===== src/rtl/mult_div_unit_pkg.sv =====
// Shared definitions for the sequential multiply/divide unit: FSM states,
// op encodings and default sizing.
package mdu_pkg;

  typedef enum logic [1:0] {
    IDLE = 2'd0,
    CALC = 2'd1,
    FIX  = 2'd2,
    DONE = 2'd3
  } mdu_state_e;

  localparam logic OP_MULT = 1'b0;
  localparam logic OP_DIV  = 1'b1;

  localparam int MDU_WIDTH = 32;
  localparam int MDU_ITERS = MDU_WIDTH;

endpackage


===== src/rtl/mult_div_unit_if.sv =====
// Request/result bundle between the control FSM and the multiply/divide unit.
interface mdu_if
  import mdu_pkg::*;
#(
  parameter int WIDTH = MDU_WIDTH
);
  logic             start;
  logic             op;
  logic [WIDTH-1:0] a;
  logic [WIDTH-1:0] b;
  logic             busy;
  logic             done;
  logic             div_zero;
  logic [WIDTH-1:0] hi;
  logic [WIDTH-1:0] lo;

  modport master (output start, op, a, b, input busy, done, div_zero, hi, lo);
  modport slave  (input start, op, a, b, output busy, done, div_zero, hi, lo);
endinterface


===== src/rtl/mult_div_unit.sv =====
// Sequential signed mult/div producing the HI/LO pair; magnitudes are
// iterated unsigned for WIDTH cycles and signs are applied in FIX.
module mult_div_unit
  import mdu_pkg::*;
#(
  parameter int WIDTH = MDU_WIDTH
) (
  input logic  clk,
  input logic  reset,
  mdu_if.slave bus
);

  mdu_state_e         state_r, state_next_s;
  logic [5:0]         cnt_r;
  logic               op_r, sign_a_r, sign_b_r, dz_r;
  logic [WIDTH-1:0]   opnd_r, hi_r, lo_r;
  logic [2*WIDTH-1:0] acc_r;
  logic               busy_r, done_r, div_zero_r;
  logic               busy_s, done_s, div_zero_s, dz_req_s;
  logic [WIDTH-1:0]   mag_a_s, mag_b_s, quo_fix_s, rem_fix_s;
  logic [WIDTH:0]     sum_s, shift_s, diff_s;
  logic [2*WIDTH-1:0] mult_step_s, div_step_s, prod_fix_s;

  assign dz_req_s = (bus.op == OP_DIV) && (bus.b == {WIDTH{1'b0}});
  assign mag_a_s  = bus.a[WIDTH-1] ? (~bus.a + 1'b1) : bus.a;
  assign mag_b_s  = bus.b[WIDTH-1] ? (~bus.b + 1'b1) : bus.b;

  // Iteration step: acc holds {partial product, multiplier} for mult and
  // {remainder, dividend/quotient} for div; opnd_r is |a| resp. |b|.
  assign sum_s       = {1'b0, acc_r[2*WIDTH-1:WIDTH]} +
                       (acc_r[0] ? {1'b0, opnd_r} : {(WIDTH+1){1'b0}});
  assign mult_step_s = {sum_s, acc_r[WIDTH-1:1]};
  assign shift_s     = {acc_r[2*WIDTH-1:WIDTH], acc_r[WIDTH-1]};
  assign diff_s      = shift_s - {1'b0, opnd_r};
  assign div_step_s  = diff_s[WIDTH] ? {shift_s[WIDTH-1:0], acc_r[WIDTH-2:0], 1'b0}
                                     : {diff_s[WIDTH-1:0], acc_r[WIDTH-2:0], 1'b1};

  assign prod_fix_s = (sign_a_r ^ sign_b_r) ? (~acc_r + 1'b1) : acc_r;
  assign quo_fix_s  = (sign_a_r ^ sign_b_r) ? (~acc_r[WIDTH-1:0] + 1'b1) : acc_r[WIDTH-1:0];
  assign rem_fix_s  = sign_a_r ? (~acc_r[2*WIDTH-1:WIDTH] + 1'b1) : acc_r[2*WIDTH-1:WIDTH];

  // State register
  always_ff @(posedge clk or negedge reset) begin
    if (!reset) state_r <= IDLE;
    else        state_r <= state_next_s;
  end

  // Next-state logic
  always_comb begin
    state_next_s = state_r;
    case (state_r)
      IDLE: begin
        if (bus.start) state_next_s = dz_req_s ? DONE : CALC;
        else           state_next_s = IDLE;
      end
      CALC: begin
        if (cnt_r == 6'(WIDTH - 1)) state_next_s = FIX;
        else                        state_next_s = CALC;
      end
      FIX:     state_next_s = DONE;
      DONE:    state_next_s = IDLE;
      default: state_next_s = IDLE;
    endcase
  end

  // Output decode, registered below so outputs lag state by one edge
  always_comb begin
    busy_s     = 1'b0;
    done_s     = 1'b0;
    div_zero_s = 1'b0;
    case (state_next_s)
      CALC, FIX: busy_s = 1'b1;
      DONE:      busy_s = (state_r != IDLE);
      default:   busy_s = 1'b0;
    endcase
    if (state_r == DONE) begin
      done_s     = !dz_r;
      div_zero_s = dz_r;
    end else begin
      done_s     = 1'b0;
      div_zero_s = 1'b0;
    end
  end

  // Status output registers
  always_ff @(posedge clk or negedge reset) begin
    if (!reset) begin
      busy_r     <= 1'b0;
      done_r     <= 1'b0;
      div_zero_r <= 1'b0;
    end else begin
      busy_r     <= busy_s;
      done_r     <= done_s;
      div_zero_r <= div_zero_s;
    end
  end

  // Datapath: operand capture, iteration and sign fix-up into HI/LO
  always_ff @(posedge clk or negedge reset) begin
    if (!reset) begin
      cnt_r    <= 6'd0;
      op_r     <= OP_MULT;
      sign_a_r <= 1'b0;
      sign_b_r <= 1'b0;
      dz_r     <= 1'b0;
      opnd_r   <= {WIDTH{1'b0}};
      acc_r    <= {(2*WIDTH){1'b0}};
      hi_r     <= {WIDTH{1'b0}};
      lo_r     <= {WIDTH{1'b0}};
    end else begin
      case (state_r)
        IDLE: begin
          if (bus.start) begin
            dz_r <= dz_req_s;
            if (!dz_req_s) begin
              op_r     <= bus.op;
              sign_a_r <= bus.a[WIDTH-1];
              sign_b_r <= bus.b[WIDTH-1];
              cnt_r    <= 6'd0;
              opnd_r   <= (bus.op == OP_DIV) ? mag_b_s : mag_a_s;
              acc_r    <= {{WIDTH{1'b0}}, (bus.op == OP_DIV) ? mag_a_s : mag_b_s};
            end
          end
        end
        CALC: begin
          acc_r <= (op_r == OP_DIV) ? div_step_s : mult_step_s;
          cnt_r <= cnt_r + 6'd1;
        end
        FIX: begin
          if (op_r == OP_DIV) begin
            hi_r <= rem_fix_s;
            lo_r <= quo_fix_s;
          end else begin
            hi_r <= prod_fix_s[2*WIDTH-1:WIDTH];
            lo_r <= prod_fix_s[WIDTH-1:0];
          end
        end
        default: ;
      endcase
    end
  end

  assign bus.busy     = busy_r;
  assign bus.done     = done_r;
  assign bus.div_zero = div_zero_r;
  assign bus.hi       = hi_r;
  assign bus.lo       = lo_r;

endmodule


===== src/flat_wrapper.sv =====
// flat-port wrapper written by rule: the top's interface ports become plain ports
module mult_div_unit_flat import mdu_pkg::*;
#(
  parameter int WIDTH = MDU_WIDTH
)
  (clk, reset, bus_start, bus_op, bus_a, bus_b, bus_busy, bus_done, bus_div_zero, bus_hi, bus_lo);
  mdu_if #(.WIDTH(WIDTH)) bus_i ();
  input logic clk;
  input logic reset;
  input wire logic [$bits(bus_i.start)-1:0] bus_start;
  input wire logic [$bits(bus_i.op)-1:0] bus_op;
  input wire logic [$bits(bus_i.a)-1:0] bus_a;
  input wire logic [$bits(bus_i.b)-1:0] bus_b;
  output wire logic [$bits(bus_i.busy)-1:0] bus_busy;
  output wire logic [$bits(bus_i.done)-1:0] bus_done;
  output wire logic [$bits(bus_i.div_zero)-1:0] bus_div_zero;
  output wire logic [$bits(bus_i.hi)-1:0] bus_hi;
  output wire logic [$bits(bus_i.lo)-1:0] bus_lo;
  assign bus_i.start = bus_start;
  assign bus_i.op = bus_op;
  assign bus_i.a = bus_a;
  assign bus_i.b = bus_b;
  assign bus_busy = bus_i.busy;
  assign bus_done = bus_i.done;
  assign bus_div_zero = bus_i.div_zero;
  assign bus_hi = bus_i.hi;
  assign bus_lo = bus_i.lo;
  mult_div_unit #(.WIDTH(WIDTH)) u_core (.clk(clk), .reset(reset), .bus(bus_i));
endmodule

===== config.mk =====
export PLATFORM = sky130hd
export DESIGN_NAME = mult_div_unit_flat
export DESIGN_NICKNAME = d
export VERILOG_FILES = /design/src/rtl/mult_div_unit_pkg.sv /design/src/rtl/mult_div_unit_if.sv /design/src/rtl/mult_div_unit.sv /design/src/flat_wrapper.sv
export SDC_FILE = /design/constraint.sdc
export NUM_CORES = 1
export LEC_CHECK = 0
export ABC_AREA = 1
export CAP_MARGIN = 20
export CORE_UTILIZATION = 55
export CTS_CLUSTER_DIAMETER = 120
export CTS_CLUSTER_SIZE = 40
export DETAILED_ROUTE_END_ITERATION = 16
export MAX_ROUTING_LAYER = met4
export PLACE_DENSITY_LB_ADDON = 0.25
export REMOVE_ABC_BUFFERS = 1
export SLEW_MARGIN = 0
export SYNTH_ARGS = -nofsm -noshare
export SYNTH_HDL_FRONTEND = slang
export SYNTH_SLANG_ARGS = --single-unit

===== constraint.sdc =====
create_clock -name clk -period 2.7 [get_ports clk]
set_clock_uncertainty 0.2 [all_clocks]
set_input_delay 0.675 -clock clk [delete_from_list [all_inputs] [get_ports clk]]
set_output_delay 0.675 -clock clk [all_outputs]
set_load 0.02 [all_outputs]

==> results.cfg, run 1 <==
[critical_path]
path_cells = ha_4 -> fa_2 -> inv_2 -> nand2_2 -> nand2_2 -> nand3_2 -> nand2_4 -> nand2_2 -> nand2_2 -> nand2_4 -> nand3_4 -> nand2_8 -> buf_6 -> nor2_4 -> nand2_2 -> nand3b_1 -> nand2_1
cp.arrival_ps = 2870
slowest_delay_ps = 460
cpMostUsedCell = nand2_2
worstSetupPathType = reg2reg
rr_worst_depth = 17
cp_data_required_time_ps = 2870
cp_slowest_cell = dfrtp_2
reg2reg_from = u_core.opnd_r[0]$_DFFE_PN0P_
end_kind = flop
setup.worst_path.start_class = flop
crit_start = u_core.opnd_r[0]$_DFFE_PN0P_
crit_fanout = 4

[finish]
layout_common_cells = 1,103 x nand2_1, 414 x inv_1, 361 x buf_4
nets = 3756
areaGrowthSynthToFinish_pct = 34.27
layout-drive-gt1-share = 0.1861
final_common_cell = nand2_1

[power]
peakVddDrop_mv = 0.9355
p_leak_nw = 12.79
total_power_w = 0.03541
powerDensity_mw_per_mm2 = 1441

[sta]
fmax_ghz = 0.3692
grt_setup_unrepaired = true
holdWs_ps = 279.8
worst_pin_slew_ps = 743.7
slew_headroom = 0.5035
drv_slew = 0
fin_ws_ps = -8.841
setup_tns_ps = -8.841
period_minus_slack_ps = 2709
period_share = 1.003
hold_viol = 0
setup_viol = 1

[detailed_routing]
num_vias = 23380
first_pass_iters = 7
drtIter0Drc = 3069
wl_per_cell_um = 18.43
drc = 0
viasPerCell = 5.743
wirelength_mm = 75.04
antenna_left = 0

[clock_tree]
path_clk_slew_ps = 100
htreeDepth = 4
clock_sinks = 175
clockBufferDepth = 2
root_buffer = clkbuf_16
cts_tree = yes
numCtsBuffers = 17
clk_latency_ps = 470

[global_routing]
grt_pass1_vias = 21160
antenna_found_initial = 1
grt_pass1_wl_mm = 112.4
grt-ovfl-total = 0
grt.total_usage = 0.4409
grt_max_degree = 96

[die]
dieArea_mm2 = 0.03402
num_rows = 66
die_h_um = 184.4
initial_utilization = 0.5612
core-area_mm2 = 0.03262
num_io_pins = 135
fp.dieW_um = 184.4

[synthesis]
synth.top_cell.area_share = 0.2392
synth.distinct_cells = 51
synth_warnings = 0
syn-cell-area_mm2 = 0.01831
synth_edf_count = 0
ys_async_sr_fraction = 1.000
ys_top_cells_by_area = dfrtp_1 24%, nand2_1 24%, inv_1 8.8%
ys_seq_elements = 175
ys.flop_type = dfrtp_1
synth_area_per_cell_um2 = 5.749
synth.yosys.seq_area_share = 0.2392
synth.largest_area_cell = dfrtp_1
synthCells = 3184

[placed_design]
gp_congestion = 1.117
io_buffers = 134
dpl.hpwl_mm = 57.83
dp_slack_ps = -469.8

[hold_path]
worstHoldPathType = reg2reg
holdCritStartpoint = u_core.dz_r$_DFFE_PN0P_
holdPathStages = 1

[run_status]
status = complete, but fails checks
violations = setup timing

[flow_run]
cap_viol_max_count = 0
-- metal layers --
| layer | wire (um) | vias to the layer above | track usage |
|---|---|---|---|
| met1 | 29150 | 10550 | 0.5638 |
| met3 | 8183 | 275 | 0.06639 |
| met2 | 32530 | 1638 | 0.6645 |
| met4 | 5172 | 0 | 0.2493 |
| met5 | 0 | - | - |
| li1 | - | 10920 | - |
-- cells by family (layout without fill, tap and decap cells) --
family                   Yosys count  after routing  share of synthesized area
buffers and inverters            537            981                     0.1143
other                              0              1                          0
adder cells (fa/ha/maj)           73             73                    0.05071
XOR/XNOR                          99             99                    0.04737
AO/OA/AOI/OAI                    386            386                     0.1164
flip-flops                       175            175                     0.2392
AND/OR/NAND/NOR                 1914           1914                     0.4320
-- state kept, by name, summed over array words and instances, names as in the netlist --
signal	count
u_core.acc_r	64
u_core.bus.hi	32
u_core.bus.lo	32
u_core.opnd_r	32
u_core.cnt_r	6
u_core.state_r	2
u_core.bus.busy	1
u_core.bus.div_zero	1
u_core.bus.done	1
u_core.dz_r	1
u_core.op_r	1
u_core.sign_a_r	1
u_core.sign_b_r	1
-- layout make-up --
cell class                      count  area (um2)
Timing Repair Buffer              516        4446
Multi-Input combinational cell   2472       12940
Tap cell                          442       553.0
Antenna cell                        1       2.502
Inverter                          433        1627
Sequential cell                   175        4390
Fill cell                        2620        8039
Clock inverter                     14       180.2
Clock buffer                       18       439.2
-- critical path, delay by kind of cell, from the launching register on --
family                     cells  cell delay, ps
and+or+nand+nor               13            1150
adders and majority gates      2             580
DFF                            1             460
buffers and inverters          2             200
-- synthesized netlist by cell type (15+ instances only) --
cell      count
nand2_1    1161
ha_1         71
buf_2        16
a21oi_1     128
nand3b_1     15
nand4_1      33
nor3_1       34
nand3_1     293
o211ai_1     21
inv_1       427
nor2_1      332
dfrtp_1     175
xnor2_1      18
xor2_1       81
clkbuf_1     66
o21ai_0     164
-- through the flow --
stage	area, um2	util	instances
after detailed placement	22570	0.6919	4011
after CTS	23360	0.7161	4049
after global routing	24580	0.7535	4071
final	24580	0.7535	4071
after floorplan	17840	-	3080
after global placement	22570	0.6919	4011
-- timing repair --
item | in CTS | in global routing
endpoints found under the setup margin | 34 | 86
setup buffers | 4 | 19
endpoints found under the hold margin | 10 | 0
gates cloned | 1 | 2
hold buffers | 1 | 0
gates resized for setup | 27 | 250
pin swaps | 3 | 44
-- worst paths after layout --
path | end | slack, ps
hold / removal | u_core.bus.done$_DFF_PN0_ | 280
setup reg to reg | u_core.acc_r[39]$_DFFE_PN0P_ | -9
max in group asynchronous | u_core.bus.hi[18]$_DFFE_PN0N_ | 1090
hold reg to reg | u_core.bus.done$_DFF_PN0_ | 280
min in group asynchronous | u_core.acc_r[61]$_DFFE_PN0P_ | 400
setup / recovery | u_core.acc_r[39]$_DFFE_PN0P_ | -9
-- power breakdown --
group	leakage, nW	switching, W	internal [W]
clock network	0.300	0.00136	0.00129
registers	2.15	0.00128	0.00395
logic	10.3	0.0169	0.0107
Power figures use the tool's default switching activity.
==> run 2: changes to the inputs <==
CORE_UTILIZATION = 61   (was 55)
clock period = 2.89 ns   (was 2.7 ns; I/O delays follow)
==> results.cfg, run 2 (same netlist as run 1, synthesis figures left out) <==
[sta]
slew_headroom = 0.5316
drv_slew = 0
fmax_ghz = 0.3544
fin_ws_ps = 68.41
holdWs_ps = -5.279
period_minus_slack_ps = 2822
hold_viol = 1
worst_pin_slew_ps = 697.2
setup_viol = 0
period_share = 0.9763
setup_tns_ps = 0

[global_routing]
grt_pass1_wl_mm = 108.1
grt.total_usage = 0.4650
antenna_found_initial = 0
grt-ovfl-total = 0
grt_max_degree = 89
grt_pass1_vias = 20820

[clock_tree]
root_buffer = clkbuf_16
clk_latency_ps = 450
htreeDepth = 4
hold_buffers = 0
path_clk_slew_ps = 70
numCtsBuffers = 17
cts_tree = yes
clockBufferDepth = 2
clock_sinks = 175

[detailed_routing]
viasPerCell = 5.853
antenna_left = 0
drc = 0
wl_per_cell_um = 17.99
num_vias = 22740
wirelength_mm = 69.92
drtIter0Drc = 3329
first_pass_iters = 9

[placed_design]
dpl.hpwl_mm = 54.71
io_buffers = 134
dp_slack_ps = -278.6
gp_congestion = 1.130

[critical_path]
setup.worst_path.start_class = flop
crit_fanout = 4
end_kind = flop
cp_data_required_time_ps = 3070
worstSetupPathType = reg2reg
cp.arrival_ps = 3010

[hold_path]
worstHoldPathType = in2async

[die]
num_rows = 63
die_h_um = 175.2
core-area_mm2 = 0.02956
dieArea_mm2 = 0.03071
initial_utilization = 0.6193
num_io_pins = 135
fp.dieW_um = 175.2

[power]
p_leak_nw = 12.06
total_power_w = 0.02946
peakVddDrop_mv = 0.7070
powerDensity_mw_per_mm2 = 1310

[finish]
regMostFlops = u_core.acc_r
nets = 3625
num-fill-cells = 2388
layout-drive-gt1-share = 0.1038
final_common_cell = nand2_1
fin_util = 0.7604
largest_register_ffs = 64
antennaDiodeCount = 0
layout_common_cells = 1,155 x nand2_1, 425 x inv_1, 324 x nor2_1
areaGrowthSynthToFinish_pct = 22.78

[run_status]
status = complete, but fails checks
violations = hold timing

[flow_run]
cap_viol_max_count = 0
run 2: worst max-delay path, stage by stage (launching register included):
cell,delay (ps)
dfrtp_2,440
buf_4,160
inv_1,110
nand4_1,150
nor2_2,270
nand2_1,140
nor2_1,440
nand2_1,190
o21ai_1,210
o21ai_0,120
nand2_1,70
nand3_1,140
nand2_1,100
run 2: final cells by class:
type                            instances  area, um2  area share
Multi-Input combinational cell       2473      12000      0.5337
Sequential cell                       175       4382      0.1949
Timing Repair Buffer                  384       3407      0.1516
Inverter                              433       1627     0.07237
Tap cell                              390      488.0     0.02171
Clock buffer                           18      439.2     0.01954
Clock inverter                         13      137.6    0.006123
run 2: routing by layer:
metal  global-route usage  vias up  share of wire
li1                     -    10650              -
met1               0.5879    10230           0.38
met2               0.6858     1585           0.42
met3              0.09878      282           0.12
met4               0.2685        0          0.070
met5                    -        -              0
run 2: per-stage QoR:
stage / cell area (um2) / hold slack (ps) / cells
after floorplan: 17840 / 224.5 / 3080
after global placement: 21670 / 260.9 / 3846
after detailed placement: 21690 / 264.4 / 3847
after CTS: 22270 / 26.16 / 3878
after global routing: 22480 / 40.49 / 3886
final: 22480 / -5.279 / 3886
run 2: power by group:
group / leakage [nW] / switching, W / internal, W / total (W)
Clock: 0.287 / 0.00118 / 0.00118 / 0.00236
Combinational: 9.61 / 0.0143 / 0.00797 / 0.0223
Sequential: 2.16 / 0.00111 / 0.00368 / 0.00480
Total: 12.1 / 0.0166 / 0.0128 / 0.0295
run 2: repair_timing:
action	in CTS	in global routing
gates resized for setup	0	43
setup endpoints to repair	0	40
buffers inserted	0	7
run 2: final timing paths:
check / cells after the start / end / startpoint / slack, ps
max in group asynchronous: 2 / u_core.acc_r[48]$_DFFE_PN0P_ / reset / 1810
hold reg to reg: 2 / u_core.bus.hi[9]$_DFFE_PN0N_ / u_core.bus.hi[9]$_DFFE_PN0N_ / 280
hold / removal: 1 / u_core.acc_r[61]$_DFFE_PN0P_ / reset / -5
setup / recovery: 12 / u_core.bus.hi[3]$_DFFE_PN0N_ / u_core.acc_r[0]$_DFFE_PN0P_ / 70
setup reg to reg: 12 / u_core.bus.hi[3]$_DFFE_PN0N_ / u_core.acc_r[0]$_DFFE_PN0P_ / 70
min in group clk: 2 / u_core.bus.hi[9]$_DFFE_PN0N_ / u_core.bus.hi[9]$_DFFE_PN0N_ / 280
